==> src/rtl/minimips_ctrl_pkg.sv <==
// Shared types and constants for the multicycle MIPS-style controller:
// FSM state encoding, opcode map and ALUOp selections.
package minimips_ctrl_pkg;

    typedef enum logic [2:0] {
        S_IDLE   = 3'd0,
        S_FETCH  = 3'd1,
        S_DECODE = 3'd2,
        S_EXEC   = 3'd3,
        S_MEM    = 3'd4,
        S_WB     = 3'd5
    } state_t;

    localparam logic [3:0] OP_RTYPE = 4'h0;
    localparam logic [3:0] OP_ADDI  = 4'h1;
    localparam logic [3:0] OP_ANDI  = 4'h2;
    localparam logic [3:0] OP_ORI   = 4'h3;
    localparam logic [3:0] OP_SLTI  = 4'h4;
    localparam logic [3:0] OP_LW    = 4'h5;
    localparam logic [3:0] OP_SW    = 4'h6;
    localparam logic [3:0] OP_BEQ   = 4'h7;
    localparam logic [3:0] OP_BNE   = 4'h8;

    localparam logic [2:0] ALU_RTYPE = 3'b000;
    localparam logic [2:0] ALU_ADD   = 3'b001;
    localparam logic [2:0] ALU_AND   = 3'b010;
    localparam logic [2:0] ALU_OR    = 3'b011;
    localparam logic [2:0] ALU_SLT   = 3'b100;
    localparam logic [2:0] ALU_SUB   = 3'b101;

    // Opcode arrives zero-extended to 8 bits so any set bit above bit 3 is illegal.
    function automatic logic op_legal(input logic [7:0] op);
        return op <= {4'h0, OP_BNE};
    endfunction

    function automatic logic op_is_branch(input logic [3:0] op);
        return (op == OP_BEQ) || (op == OP_BNE);
    endfunction

    function automatic logic op_is_mem(input logic [3:0] op);
        return (op == OP_LW) || (op == OP_SW);
    endfunction

    function automatic logic [2:0] alu_op_of(input logic [3:0] op);
        case (op)
            OP_ADDI, OP_LW, OP_SW: return ALU_ADD;
            OP_ANDI:               return ALU_AND;
            OP_ORI:                return ALU_OR;
            OP_SLTI:               return ALU_SLT;
            OP_BEQ, OP_BNE:        return ALU_SUB;
            default:               return ALU_RTYPE;
        endcase
    endfunction

endpackage

==> src/rtl/mc_ctrl_decode.sv <==
// Combinational control decode from (state, latched opcode). Strobes that must
// wait for memory completion are returned raw and qualified by the top.
module mc_ctrl_decode
    import minimips_ctrl_pkg::*;
(
    input  logic [2:0] state,
    input  logic [3:0] op,
    output logic       pc_write,
    output logic       ir_write,
    output logic       reg_dst,
    output logic       alu_src,
    output logic       mem_to_reg,
    output logic       reg_write,
    output logic       mem_read,
    output logic       mem_write,
    output logic       branch,
    output logic [2:0] alu_op,
    output logic       done_now,
    output logic       done_on_ready
);

    always_comb begin
        pc_write      = 1'b0;
        ir_write      = 1'b0;
        reg_dst       = 1'b0;
        alu_src       = 1'b0;
        mem_to_reg    = 1'b0;
        reg_write     = 1'b0;
        mem_read      = 1'b0;
        mem_write     = 1'b0;
        branch        = 1'b0;
        alu_op        = ALU_RTYPE;
        done_now      = 1'b0;
        done_on_ready = 1'b0;
        case (state)
            S_FETCH: begin
                mem_read = 1'b1;
                pc_write = 1'b1;
                ir_write = 1'b1;
            end
            S_EXEC: begin
                alu_op  = alu_op_of(op);
                alu_src = !((op == OP_RTYPE) || op_is_branch(op));
                if (op_is_branch(op)) begin
                    branch   = 1'b1;
                    done_now = 1'b1;
                end
            end
            S_MEM: begin
                alu_op        = alu_op_of(op);
                mem_read      = (op == OP_LW);
                mem_write     = (op == OP_SW);
                done_on_ready = (op == OP_SW);
            end
            S_WB: begin
                alu_op     = alu_op_of(op);
                reg_write  = 1'b1;
                done_now   = 1'b1;
                reg_dst    = (op == OP_RTYPE);
                mem_to_reg = (op == OP_LW);
            end
            default: ;
        endcase
    end

endmodule

==> src/rtl/multicycle_control.sv <==
// Multicycle controller FSM (IDLE/FETCH/DECODE/EXEC/MEM/WB) with optional
// performance counters enabled by defining MULTICYCLE_CONTROL_PERF_EN.
module multicycle_control
    import minimips_ctrl_pkg::*;
#(
    parameter int OPW   = 4,
    parameter int CNT_W = 16
)
(
    input  logic             clk,
    input  logic             rst_n,
    input  logic [OPW-1:0]   Opcode,
    input  logic             mem_ready,
    output logic             PCWrite,
    output logic             IRWrite,
    output logic             RegDst,
    output logic             ALUSrc,
    output logic             MemtoReg,
    output logic             RegWrite,
    output logic             MemRead,
    output logic             MemWrite,
    output logic             Branch,
    output logic [2:0]       ALUOp,
    output logic             instr_done,
    output logic             illegal_op,
    output logic [2:0]       state
`ifdef MULTICYCLE_CONTROL_PERF_EN
    ,
    output logic [CNT_W-1:0] instr_count,
    output logic [CNT_W-1:0] stall_count
`endif
);

    if (OPW < 4 || OPW > 8 || CNT_W < 1) begin : g_param_check
        $error("multicycle_control: OPW must be 4..8 and CNT_W at least 1");
    end

    state_t     state_reg;
    logic [3:0] opcode_reg;
    logic [7:0] opcode_ext;
    logic       legal;

    always_comb begin
        opcode_ext          = '0;
        opcode_ext[OPW-1:0] = Opcode;
    end

    assign legal = op_legal(opcode_ext);

    always_ff @(posedge clk or negedge rst_n) begin
        if (!rst_n) begin
            state_reg  <= S_IDLE;
            opcode_reg <= '0;
        end else begin
            case (state_reg)
                S_IDLE:   state_reg <= S_FETCH;
                S_FETCH:  if (mem_ready) state_reg <= S_DECODE;
                S_DECODE: begin
                    opcode_reg <= opcode_ext[3:0];
                    state_reg  <= legal ? S_EXEC : S_FETCH;
                end
                S_EXEC: begin
                    if (op_is_branch(opcode_reg))   state_reg <= S_FETCH;
                    else if (op_is_mem(opcode_reg)) state_reg <= S_MEM;
                    else                            state_reg <= S_WB;
                end
                S_MEM: begin
                    if (mem_ready) state_reg <= (opcode_reg == OP_SW) ? S_FETCH : S_WB;
                end
                S_WB:     state_reg <= S_FETCH;
                default:  state_reg <= S_IDLE;
            endcase
        end
    end

    logic dec_pc_write, dec_ir_write, dec_done_now, dec_done_on_ready;

    mc_ctrl_decode u_decode (
        .state         (state_reg),
        .op            (opcode_reg),
        .pc_write      (dec_pc_write),
        .ir_write      (dec_ir_write),
        .reg_dst       (RegDst),
        .alu_src       (ALUSrc),
        .mem_to_reg    (MemtoReg),
        .reg_write     (RegWrite),
        .mem_read      (MemRead),
        .mem_write     (MemWrite),
        .branch        (Branch),
        .alu_op        (ALUOp),
        .done_now      (dec_done_now),
        .done_on_ready (dec_done_on_ready)
    );

    // IR/PC load and SW completion happen only in the cycle the access finishes.
    assign PCWrite    = dec_pc_write & mem_ready;
    assign IRWrite    = dec_ir_write & mem_ready;
    assign instr_done = dec_done_now | (dec_done_on_ready & mem_ready);
    assign illegal_op = (state_reg == S_DECODE) & !legal;
    assign state      = state_reg;

`ifdef MULTICYCLE_CONTROL_PERF_EN
    logic [CNT_W-1:0] instr_cnt_reg;
    logic [CNT_W-1:0] stall_cnt_reg;
    logic             stall;

    assign stall = ((state_reg == S_FETCH) || (state_reg == S_MEM)) && !mem_ready;

    always_ff @(posedge clk or negedge rst_n) begin
        if (!rst_n) begin
            instr_cnt_reg <= '0;
            stall_cnt_reg <= '0;
        end else begin
            if (instr_done && !(&instr_cnt_reg)) instr_cnt_reg <= instr_cnt_reg + CNT_W'(1);
            if (stall && !(&stall_cnt_reg))      stall_cnt_reg <= stall_cnt_reg + CNT_W'(1);
        end
    end

    assign instr_count = instr_cnt_reg;
    assign stall_count = stall_cnt_reg;
`endif

endmodule

==> config.mk <==
export PLATFORM = sky130hd
export DESIGN_NAME = multicycle_control
export DESIGN_NICKNAME = d
export VERILOG_FILES = /design/src/rtl/minimips_ctrl_pkg.sv /design/src/rtl/mc_ctrl_decode.sv /design/src/rtl/multicycle_control.sv
export SDC_FILE = /design/constraint.sdc
export NUM_CORES = 1
export LEC_CHECK = 0
export ABC_AREA = 1
export BUFFER_PORTS_ARGS = -buffer_cell sky130_fd_sc_hd__buf_2
export CAP_MARGIN = 25
export CORE_MARGIN = 4
export CORE_UTILIZATION = 25
export CTS_BUF_LIST = sky130_fd_sc_hd__clkbuf_4
export CTS_CLUSTER_SIZE = 10
export DETAILED_ROUTE_END_ITERATION = 10
export PLACE_DENSITY_LB_ADDON = 0.05
export SLEW_MARGIN = 20
export SYNTH_ARGS = -nofsm -noshare
export SYNTH_HDL_FRONTEND = slang
export SYNTH_SLANG_ARGS = --single-unit
==> constraint.sdc <==
create_clock -name clk -period 3.75 [get_ports clk]
set_input_delay 0.75 -clock clk [delete_from_list [all_inputs] [get_ports clk]]
set_output_delay 0.75 -clock clk [all_outputs]
set_load 0.01 [all_outputs]
### Word level (Yosys, flattened, before mapping)

Memories as Yosys holds them, arrays and structs flattened.
Cells that the tools add are included.

| word-level totals | value |
|---|---|
| flip-flop bits (word level) | 7 |
| latch bits | 0 |
| RAM bits | 0 |
| ROM bits | 144 |
| bits of input ports | 7 |
| output and inout bits | 17 |
| word-level logic and storage cells | 48 |
| memories | 3 |

Memory list:

| name | depth | width | rd ports | clocked after Yosys merged registers in | write ports | RTL line | source |
|---|---|---|---|---|---|---|---|
| (name not given) | 16 | 3 | 1 | 0 | 0 | minimips_ctrl_pkg.sv:45 | `case (op)` |
| (name not given) | 16 | 3 | 1 | 0 | 0 | minimips_ctrl_pkg.sv:45 |  |
| (name not given) | 16 | 3 | 1 | 0 | 0 | minimips_ctrl_pkg.sv:45 |  |

| cells by class | value |
|---|---|
| add/sub/neg operators | 0 |
| $mul | 0 |
| divide/modulo/power cells | 0 |
| order comparisons | 1 |
| equal/unequal tests | 11 |
| shifts and indexed selects | 0 |
| muxes and demuxes | 18 |
| bitwise operators | 4 |
| reductions and logical operators | 9 |

Operators with widths:

| cell | number |
|---|---|
| $pmux 3 s5 | 1 |
| $eq 4x3->1 const B | 3 |
| $mux 3 | 4 |
| $mux 1 | 9 |
| $pmux 3 s3 | 1 |
| $eq 3x2->1 const B | 2 |
| $eq 3x3->1 const B | 2 |
| $eq 4x4->1 const B | 1 |
| $le 4x4->1 const B | 1 |
| $logic_not 4->1 | 1 |
| $ne 2x2->1 const B | 2 |
| $pmux 1 s2 | 2 |
| $and 1x1->1 | 3 |
| $eq 3x1->1 const B | 1 |
| $logic_not 3->1 | 1 |
| $logic_or 1x1->1 | 3 |
| $logic_not 1->1 | 2 |
| $mux 2 | 1 |
| $reduce_and 2->1 | 1 |
| $reduce_or 2->1 | 1 |
| $or 1x1->1 | 1 |

### Logic depth before layout (Yosys ltp)

| depth | value |
|---|---|
| word-level depth | 5 |
| mapped depth | 9 |
| mapped depth without buffers | 8 |

### Hierarchy

From an unflattened synthesis, not the netlist that was laid out.

| unflattened totals | value |
|---|---|
| cells, all modules | 118 |
| area total of the unflattened synthesis | 706.9 µm² |

By module, submodules not included:

| module | times used | cells each | area each (µm²) |
|---|---|---|---|
| multicycle_control | 1 | 66 | 435.4 |
| mc_ctrl_decode | 1 | 52 | 271.5 |

### Worst setup path after synthesis

No wires, ideal clock.

| timing path | value |
|---|---|
| kind | register to output |
| start point | register opcode_reg[0] |
| end point | output instr_done |
| arrival | 1,151 ps |
| slack | 1,849 ps |
| cell stages (with the launch flop) | 7 |
| path buffers | 0 |
| cell sequence | dfrtp_1 > inv_1 > ha_1 > nand3_1 > nor2_1 > nand2_1 > nand3_1 |

| between the ends | value |
|---|---|
| elaborated cells between the ends (all ways) | 9 |
| classes of those cells | eq/ne (3); mux (3); bitwise (2); reduce/logical (1) |

RTL lines:

| what | RTL line | source |
|---|---|---|
| start, declared | multicycle_control.sv:39 | `logic [3:0] opcode_reg;` |
| start signal, assigned | multicycle_control.sv:59 | `opcode_reg <= opcode_ext[3:0];` |
| $eq 4x3->1 | -- |  |
| $mux 1 | -- |  |
| net MemWrite | multicycle_control.sv:21 | `output logic MemWrite,` |
| $and 1x1->1 | multicycle_control.sv:98 | `assign instr_done = dec_done_now \| (dec_done_on_ready & mem_ready);` |
| $or 1x1->1 | multicycle_control.sv:98 |  |
| end, declared | multicycle_control.sv:24 | `output logic instr_done,` |

The timed path passes the listed nets, and every way through them passes these cells.

### Worst setup path after layout

| timing path | value |
|---|---|
| start point | register opcode_reg[0] |
| end point | output instr_done |

| between the ends | value |
|---|---|
| cells in the longest elaborated chain, start to end | 5 |
| elaborated cells between the ends (all ways) | 9 |
| classes of those cells | eq/ne (3); mux (3); bitwise (2); reduce/logical (1) |

RTL lines:

| what | RTL line | source |
|---|---|---|
| $eq 4x3->1 / $eq 4x4->1 (equally long branches) | minimips_ctrl_pkg.sv:37 | `return (op == OP_BEQ) \|\| (op == OP_BNE);` |
| $logic_or 1x1->1 | minimips_ctrl_pkg.sv:37 |  |
| $mux 1 | mc_ctrl_decode.sv:44 | `if (op_is_branch(op)) begin` |
| $pmux 1 s2 | mc_ctrl_decode.sv:35 | `case (state)` |
| $or 1x1->1 (*) | multicycle_control.sv:98 |  |

Mark *: on every way between the ends. The rest lies on a longest branch, timed or not.

==> out/metrics.yaml <==
path_cells: "inv_1, ha_1, nand3_1, nand2_1, nand2_1, nand3_1, buf_2"
synth_area_leaders: "dfrtp_1 29%, nand2_1 13%, inv_1 11%, nand3_1 10%, ha_1 8.3%"
fin_ws_ns: 1.46
fin_crit_sh: 0.612
cts.sinks: 7
hold_buffers: 0
slew_headroom: 0.749
p_sw_uw: 284
outcome: "complete, no violations"
globalRouteTotalUtil: 0.0997
ys_seq_elements: 7
critPathLaunch: "opcode_reg[0]$_DFFE_PN0P_"
final.min_clock_period_ns: 2.29
die-area_sq_mm: 0.00325
yosysSeqAreaShare: 0.292
r2r_start: "opcode_reg[0]$_DFFE_PN0P_"
clock_path_buffers: 2
antenna_found_initial: 0
p_clk_frac: 0.132
criticalPathCategory: "reg2out"
drive_above_1_share: 0.298
cpPeakStageDelay_ns: 0.39
io_pins: 24
hold_class: "in2async"
timing.fmax_ghz: 0.436
hold_viol_final: 0
nNetsFinal: 126
cts_root_buffer: "clkbuf_4"
start_util: 0.266
synth_area_sq_um: 601
cellInternalPower_uw: 279
dp_slack_ns: 1.72
cts-resized-gates: 0
arrival_ns: 1.54
end_kind: "output port"
synth_edf_count: 0
syn_to_final_growth_pct: 26.9
finalSetupTns_ns: 0
r2r_slack_ns: 2.42
power_frac_comb: 0.578
maxCapViolations: 0
skew_ns: 0.00681
place_congestion: 0.705
vias_per_cell: 4.33
power_uw: 563
ys_types: 20
hold_slack_ns: 0.323
grt_max_degree: 11
die_w_um: 57.0
placed_area_sq_um: 732
ys.flop_type: "dfrtp_1"
avgRoutedWirePerCell_um: 10.2
crit_fanout: 4
r2r-end: "state[0]$_DFFE_PN0P_"
start_kind: "flop"
leakagePower_uw: 0.000470
fin_area_sq_um: 762
worst_slew_pin_slew_ns: 0.377
synth_warnings: 0
grt_pass1_vias: 585
syn_area_per_cell_sq_um: 6.75
reg2reg_depth: 8
pwr_density_cell_mw_per_mm2: 739
htree_num_levels: 1
grt_pass1_wl_um: 2550
num_vias: 615
first_pass_iters: 4
cp-endpoint: "instr_done"
largest_reg_flops: 4
ant_nets: 0
dpl.hpwl_um: 1210
die_height_um: 57.0
dr.first_iter.drc_count: 15
synth.largest_area_cell: "dfrtp_1"
maxSlewViolCount: 0
io_buffers: 23
cts_made_buffers: 3
seq_power_share: 0.290
worst_path_max_delay_cell: "dfrtp_1"
setup_viol: 0
p_sw_frac: 0.504
coreArea_sq_mm: 0.00225
nFillCells: 276
rsz0062_at_grt: "false"
yosys.area.top_type_share: 0.292
synth_cells: 89
cts_tree: "built"
synth_nets: 100
num_rows: 17
cp_data_required_time_ns: 3.00
clkTransAtPathRegs_ns: 0.05
antennaDiodeCount: 0
post_cts.repair.setup_buffers: 0
route.final.wire_length_um: 1440
ir_drop_mv: 0.202
drc_errors: 0
grt-ovfl-total: 0
async_reset_ff_frac: 1.00
clock_insertion_delay_worst_skew_ns: 0.25
## stage by stage
stage | instances | utilization
6_report | 142 | 0.338
2_1_floorplan | 89 | -
3_3_place_gp | 138 | 0.325
5_1_grt | 142 | 0.338
4_1_cts | 142 | 0.338
3_5_place_dp | 138 | 0.325
## cells in the mapped netlist, types with 2 or more instances
| library cell | count |
|---|---|
| nand4_1 | 2 |
| inv_1 | 17 |
| nor2_1 | 7 |
| o21ai_0 | 6 |
| ha_1 | 4 |
| dfrtp_1 | 7 |
| nand3_1 | 12 |
| nand2_1 | 21 |
| nor2_2 | 2 |
## power by group through the flow
stage	combinational, uW	clock (uW)	sequential [uW]
floorplan	241	0	154
global placement	335	0	165
detailed placement	329	0	163
CTS	330	78.5	163
global route	381	85.8	170
finish	326	74.4	163
## routing by layer
metal  vias up  global-route usage  part of all wire
met3         2              0.0271             0.061
met2        17               0.142              0.43
met1       264               0.134              0.50
met4         0              0.0596            0.0090
li1        332                   -                 -
met5         -                   0                 0
## cell usage in the layout, fill, tap and decap left out, drive strengths merged
cell	count
nand2	22
nand3	12
nor3	2
a21boi	1
buf	23
dfrtp	7
o211ai	1
a21oi	2
clkbuf	4
o21ai	6
nand4	2
ha	4
nor2	9
o31ai	1
inv	18
## final cells by class
class	instances	area, sq um	share of cell area
sequential	7	175	0.230
multi-input combinational	62	339	0.445
timing repair buffer	23	115	0.151
inverter	18	67.6	0.0887
tap	28	35.0	0.0460
clock buffer	4	30.0	0.0394
## worst min path at each step
stage,startpoint,end,slack [ns],depth (start not counted)
2_1_floorplan,rst_n,opcode_reg[0]$_DFFE_PN0P_,0.45,0
3_3_place_gp,rst_n,opcode_reg[0]$_DFFE_PN0P_,0.60,1
3_5_place_dp,rst_n,opcode_reg[1]$_DFFE_PN0P_,0.59,1
4_1_cts,rst_n,opcode_reg[3]$_DFFE_PN0P_,0.32,1
5_1_grt,rst_n,opcode_reg[3]$_DFFE_PN0P_,0.31,1
6_report,rst_n,opcode_reg[3]$_DFFE_PN0P_,0.32,1
## critical path: cells and delay by family (launching register included)
kind,cells,cell delay (ns)
adder cells (fa/ha/maj),1,0.23
AND/OR/NAND/NOR,4,0.40
buffers and inverters,2,0.28
flip-flops,1,0.39
## logic make-up after synthesis
logic type               after synthesis  synth area share
AO/OA/AOI/OAI                         11             0.119
adder cells (fa/ha/maj)                4            0.0833
buffers and inverters                 20             0.144
flip-flops                             7             0.292
AND/OR/NAND/NOR                       47             0.363
Power figures use the tool's default switching activity.
